--- src/rtl/midi_event_framer.sv ---
// MIDI channel-voice event framer: parses a strobed byte stream (running status, realtime
// pass-over) into {cmd, p1, p2} events and buffers them in a FIFO with a saturating drop count.
module midi_event_framer #(
    parameter int unsigned FIFO_DEPTH        = 4,
    parameter bit          CHANNEL_FILTER_EN = 1'b0,
    parameter logic [3:0]  CHANNEL           = 4'd0,
    parameter bit          NOTE_OFF_CONVERT  = 1'b1
) (
    input  logic       clk_i,
    input  logic       reset_i,
    input  logic [7:0] din_i,
    input  logic       din_valid_i,
    output logic [7:0] event_cmd_o,
    output logic [7:0] event_p1_o,
    output logic [7:0] event_p2_o,
    output logic       event_valid_o,
    input  logic       event_ack_i,
    output logic [7:0] dropped_count_o
);

    localparam int unsigned AW = $clog2(FIFO_DEPTH);
    localparam logic [AW:0] FullCnt = (AW + 1)'(FIFO_DEPTH);

    logic [7:0]  running_cmd_q, running_cmd_d;
    logic        run_valid_q, run_valid_d;
    logic        recvd_q, recvd_d;
    logic [7:0]  p1_q, p1_d;
    logic        one_param;
    logic        ev_done, ev_keep;
    logic [7:0]  ev_cmd, ev_p1, ev_p2;

    logic [23:0] mem_q [FIFO_DEPTH];
    logic [AW-1:0] wr_ptr_q, rd_ptr_q;
    logic [AW:0] count_q, count_d;
    logic [7:0]  dropped_q;
    logic        empty, full, push, pop, drop;

    assign one_param = (running_cmd_q[7:4] == 4'hC) || (running_cmd_q[7:4] == 4'hD);

    always_comb begin
        running_cmd_d = running_cmd_q;
        run_valid_d   = run_valid_q;
        recvd_d       = recvd_q;
        p1_d          = p1_q;
        ev_done       = 1'b0;
        ev_cmd        = running_cmd_q;
        ev_p1         = p1_q;
        ev_p2         = din_i;
        if (din_valid_i) begin
            if (din_i[7]) begin
                if (din_i < 8'hF0) begin
                    running_cmd_d = din_i;
                    run_valid_d   = 1'b1;
                    recvd_d       = 1'b0;
                end else if (din_i < 8'hF8) begin
                    run_valid_d = 1'b0;
                    recvd_d     = 1'b0;
                end
                // 0xF8-0xFF realtime bytes leave the parser untouched
            end else if (run_valid_q) begin
                if (!one_param && !recvd_q) begin
                    p1_d    = din_i;
                    recvd_d = 1'b1;
                end else begin
                    ev_done = 1'b1;
                    recvd_d = 1'b0;
                    if (one_param) begin
                        ev_p1 = din_i;
                        ev_p2 = 8'h00;
                    end
                end
            end
        end
        if (NOTE_OFF_CONVERT && ev_cmd[7:4] == 4'h9 && ev_p2 == 8'h00) begin
            ev_cmd[7:4] = 4'h8;
        end
        ev_keep = ev_done && (!CHANNEL_FILTER_EN || ev_cmd[3:0] == CHANNEL);
    end

    assign empty = (count_q == '0);
    assign full  = (count_q == FullCnt);
    assign pop   = event_ack_i && !empty;
    assign push  = ev_keep && (!full || pop);
    assign drop  = ev_keep && full && !pop;

    always_comb begin
        count_d = count_q;
        if (push && !pop) begin
            count_d = count_q + 1'b1;
        end else if (pop && !push) begin
            count_d = count_q - 1'b1;
        end
    end

    always_ff @(posedge clk_i or posedge reset_i) begin
        if (reset_i) begin
            running_cmd_q <= 8'h00;
            run_valid_q   <= 1'b0;
            recvd_q       <= 1'b0;
            p1_q          <= 8'h00;
            wr_ptr_q      <= '0;
            rd_ptr_q      <= '0;
            count_q       <= '0;
            dropped_q     <= 8'h00;
        end else begin
            running_cmd_q <= running_cmd_d;
            run_valid_q   <= run_valid_d;
            recvd_q       <= recvd_d;
            p1_q          <= p1_d;
            count_q       <= count_d;
            if (push) begin
                wr_ptr_q <= wr_ptr_q + 1'b1;
            end
            if (pop) begin
                rd_ptr_q <= rd_ptr_q + 1'b1;
            end
            if (drop && dropped_q != 8'hFF) begin
                dropped_q <= dropped_q + 1'b1;
            end
        end
    end

    always_ff @(posedge clk_i) begin
        if (push) begin
            mem_q[wr_ptr_q] <= {ev_cmd, ev_p1, ev_p2};
        end
    end

    assign event_valid_o = !empty;
    assign {event_cmd_o, event_p1_o, event_p2_o} = empty ? 24'h000000 : mem_q[rd_ptr_q];
    assign dropped_count_o = dropped_q;

endmodule

--- config.mk ---
export PLATFORM = sky130hd
export DESIGN_NAME = midi_event_framer
export DESIGN_NICKNAME = d
export VERILOG_FILES = /design/src/rtl/midi_event_framer.sv
export SDC_FILE = /design/constraint.sdc
export NUM_CORES = 1
export LEC_CHECK = 0
export ABC_AREA = 1
export CAP_MARGIN = 0
export CELL_PAD_IN_SITES_DETAIL_PLACEMENT = 1
export CELL_PAD_IN_SITES_GLOBAL_PLACEMENT = 2
export CORE_ASPECT_RATIO = 1.5
export CORE_MARGIN = 2
export CORE_UTILIZATION = 41
export CTS_CLUSTER_DIAMETER = 40
export DETAILED_ROUTE_END_ITERATION = 10
export GPL_TIMING_DRIVEN = 0
export PLACE_DENSITY_LB_ADDON = 0.1
export SYNTH_ARGS = -nofsm -noshare
export SYNTH_HDL_FRONTEND = slang
export SYNTH_SLANG_ARGS = --single-unit
--- constraint.sdc ---
create_clock -name clk_i -period 7.8 [get_ports clk_i]
set_input_delay 0.78 -clock clk_i [delete_from_list [all_inputs] [get_ports clk_i]]
set_output_delay 0.78 -clock clk_i [all_outputs]
set_load 0.02 [all_outputs]
* Yosys cells after proc, flatten, opt, wreduce, memory -nomap -nowiden
Memories as Yosys holds them, arrays and structs flattened. Index checks and enable logic that the tools add are counted.
Storage, ports and cells: bits in registers 32, bits of input ports 12, output and inout port bits 33, bits in writable memories 92, memories kept 1
Memory list:
- mem_q | depth 4, width 23, read ports 1, clocked after Yosys merged registers in 0, wr ports 1, RTL line 32 | logic [23:0] mem_q [FIFO_DEPTH];
Operators by class: equality and inequality tests 6, magnitude comparators 2, add/sub/neg operators 5, multiplexer cells 26, bitwise operators 1, reduce and logical (&&, ||, !) cells 26
Operators with widths (number):
- two-way mux 7 bit | 8
- two-way mux 24 bit | 1
- less-than comparator 8 bit, second input constant | 2
- two-way mux 8 bit | 2
- equality test 4 bit, second input constant | 3
- two-way mux 1 bit | 12
- logical AND 1 bit | 9
- AND reduction 3 bit | 3
- adder 8 x 1 -> 8 bit, second input constant | 1
- zero test 8 bit | 1
- inequality test 8 bit, second input constant | 1
- zero test 1 bit | 6
- two-way mux 3 bit | 2
- nonzero test 2 bit | 3
- adder 2 x 1 -> 2 bit, second input constant | 2
- two-way mux 4 bit | 1
- AND reduction 4 bit | 1
- adder 3 x 1 -> 3 bit, second input constant | 1
- equality test 3 bit, second input constant | 1
- zero test 3 bit | 1
- inequality test 3 x 1 -> 1 bit, second input constant | 1
- subtractor 3 x 1 -> 3 bit, second input constant | 1
- logical OR 1 bit | 2
- NOT 1 bit | 1

* Longest topological paths before layout
word-level depth 13, depth in mapped cells 13, depth with buffers taken out 12

* Worst setup path after synthesis
No wires, ideal clock.
kind input to register, start point input port din_valid_i, end point memory mem_q[0][0] (netlist name) (enable), arrival 2.379 ns, cell stages on the path 6, data required time 7.397 ns, setup slack 5.018 ns, cell sequence nand2_2 nor2_4 nand2_4 or2_1 buf_6 nor2_1
Between the ends: longest elaborated chain between the ends 4
Ends and longest elaborated chain:
- from (decl) | RTL line 12 | input logic din_valid_i,
- two-way mux 1 bit | RTL line 49 | if (din_valid_i) begin
- logical AND 1 bit | RTL line 83 | assign push = ev_keep && (!full || pop);
- two-way mux 1 bit | RTL line 124 | if (push) begin
- two-way mux 1 bit (not written as such) | RTL line 125 | mem_q[wr_ptr_q] <= {ev_cmd, ev_p1, ev_p2};
- to (decl) | RTL line 32
Every way passes these cells.

* Worst setup path in the final report
start point register count_q[0], end point output port event_p2_o[5]
Between the ends: longest elaborated chain between the ends 2
Ends and longest elaborated chain:
- from (decl) | RTL line 34 | logic [AW:0] count_q, count_d;
- from (signal assigned) | RTL line 110 | count_q <= count_d;
- zero test 3 bit | RTL line 80 | assign empty = (count_q == '0);
- two-way mux 24 bit | RTL line 130 | assign {event_cmd_o, event_p1_o, event_p2_o} = empty ? 24'h000000 : mem_q[rd_ptr_q];
- to (decl) | RTL line 15 | output logic [7:0] event_p2_o,
Every way passes these cells.

==> impl_metrics.tcl <==
set metrics [dict create \
    status "completed" \
    core-area_um2 12500 \
    slew_violations 0 \
    setup_viol 0 \
    num_io_pins 45 \
    cpPeakStageDelay_ps 590 \
    die_w_um 96.7 \
    rows 50 \
    powerDensity_nw_per_um2 384 \
    path_buf_inv 3 \
    path_cells "inv_1, nand2_1, nor2_1, clkbuf_1, a21oi_1, clkdlybuf4s50_1" \
    min_from "p1_q[2]" \
    drive_gt1_share_pct 10.3 \
    dp.cells 694 \
    crit_type "reg -> out" \
    worstMarginPinSlew_ps 798 \
    vias 3822 \
    clk_pin_slew_ps 60 \
    cts.sinks 124 \
    critPathLaunchType "flip-flop" \
    post_cts_resize_count 0 \
    grt_setup_unrepaired "no" \
    grt_max_degree 33 \
    crit_path_start "count_q[0]" \
    reg2reg_from "count_q[0]" \
    postSynthAreaPerCell_um2 10.7 \
    arrival_ps 2660 \
    vias_per_cell 5.26 \
    drcViolationCount 0 \
    hold_violations 0 \
    cts_tree "yes" \
    syn2layout_area_growth_pct 26.0 \
    leakage_uw 0.00256 \
    placed_cell_area_um2 5980 \
    slew_headroom_pct 46.8 \
    postCtsSetupRepairBufs 0 \
    first_global_vias 4252 \
    layout_worst_path_cycle_share_pct 44.2 \
    synth_fp_nets 511 \
    overflow 0 \
    holdBufCountCts 0 \
    clock.fmax_mhz 290 \
    drtIter0Drc 127 \
    yosysSeqAreaShare_pct 67.4 \
    antenna_found_initial 0 \
    holdCritPathClass "reg -> reg" \
    wl_per_cell_um 19.1 \
    setup_tns_ps 0 \
    gp_congestion 0.777 \
    cts-root-buf "clkbuf_16" \
    crit_slowest_cell "clkdlybuf4s50_1" \
    final_common_cell "nor2_1" \
    crit_path_end_kind "primary output" \
    io_buffers 43 \
    critPathMaxFanout 10 \
    dieArea_um2 13800 \
    fp.dieH_um 143 \
    synth_cell_types 30 \
    fin_cells 727 \
    finalCriticalPeriod_ps 3440 \
    postRouteAntennaNets 0 \
    antenna_cells 0 \
    fin_skew_ps 6.73 \
    clkLatencyLatePin_ps 410 \
    final_area_um2 6660 \
    final_nets 577 \
    synth.cell_area_um2 5280 \
    dr.pass1.iters 4 \
    crit_family "buffers and inverters" \
    final_cell_mix "nor2_1, edfxtp_1, o21ai_0" \
    ir_drop_mv 0.174 \
    ctsLongestPathBuffers 2 \
    drv_cap 0 \
    cts_inserted_buffers 17 \
    netlist_instances 492 \
    grt_usage_pct 21.4 \
    start_util_pct 42.2 \
    yosysWarningCount 0 \
    routed_wl_mm 13.9 \
    hpwlAfterDp_mm 9.40 \
    ys_ff_latch 124 \
    grt_pass1_wl_mm 22.3 \
    h-tree-depth 4 \
    worstPathRequired_ps 7020 \
]
==> through the flow <==
step           hold WS (ps)  setup slack, ps  total power (uW)  utilization (%)
2_1_floorplan           453             5020              1340                -
4_1_cts                 492             4320              2580             53.0
6_report                490             4360              2560             53.2
5_1_grt                 519             4170              2700             53.2
3_3_place_gp            466             3320              1690             47.2
3_5_place_dp            473             4390              1720             47.8
==> kinds of logic after synthesis <==
kind of cell             share of synthesized area (%)
AO/OA/AOI/OAI                                     10.2
XOR/XNOR                                          1.66
adder cells (fa/ha/maj)                           1.80
buffers and inverters                             4.59
flip-flops                                        67.4
other                                           0.0710
AND/OR/NAND/NOR                                   14.3
==> routing by layer <==
layer / GRT usage [%] / vias to the layer above / share of wire, %
met4: 11.0 / 0 / 3.0
met2: 38.6 / 84 / 54
met3: 5.04 / 31 / 3.6
met5: 0 / - / 0
met1: 23.6 / 1912 / 40
li1: - / 1795 / -
==> synthesized netlist by cell type, drive strengths merged <==
library cell	instances	share of area [%]
conb	1	0.071
clkbuf	13	0.92
nand4	2	0.24
dfrtp	32	15
edfxtp	92	52
a21oi	29	2.7
buf	11	1.2
nor2	118	8.6
inv	31	2.2
nand2	55	4.1
clkinv	1	0.095
dlygate4sd1	1	0.17
ha	6	1.4
nand3	7	0.76
or2	1	0.12
nor3	3	0.38
o21ai	77	7.3
xor2	7	1.2
fa	1	0.38
xnor2	3	0.50
o31ai	1	0.14
==> path summary, 6_finish.rpt <==
check | cells past startpoint | slack [ps] | to
min in group asynchronous | 2 | 620 | wr_ptr_q[0]
setup reg to reg | 11 | 5400 | count_q[2]
max in group asynchronous | 3 | 6750 | dropped_count_o[0]
hold reg to reg | 2 | 490 | p1_q[2]
hold / removal | 2 | 490 | p1_q[2]
setup / recovery | 6 | 4360 | event_p2_o[5]
==> report_power, final <==
group          internal [uW]  total (uW)  switching, uW
sequential               789         824           34.9
combinational            332         884            551
clock                    566         852            286
total                   1690        2560            872
==> cell type report <==
type,instances,area [um2]
Buffer,25,121
Clock buffer,17,425
Clock inverter,15,221
Fill cell,1347,5860
Inverter,32,121
Multi-Input combinational cell,311,1490
Sequential cell,124,3560
Tap cell,156,195
Timing Repair Buffer,47,515
==> registers in the layout (all words and copies together), names as in the netlist <==
name,count
dropped_count_o,8
running_cmd_q,8
count_q,3
recvd_q,1
run_valid_q,1
mem_q,92
rd_ptr_q,2
wr_ptr_q,2
p1_q,7
==> worst min-delay path: stages, from the launching register on <==
cell and delay (ps):
dfrtp_1 340, nand2_1 50, o21ai_0 60
No activity file was read; power rests on OpenSTA's default activity.
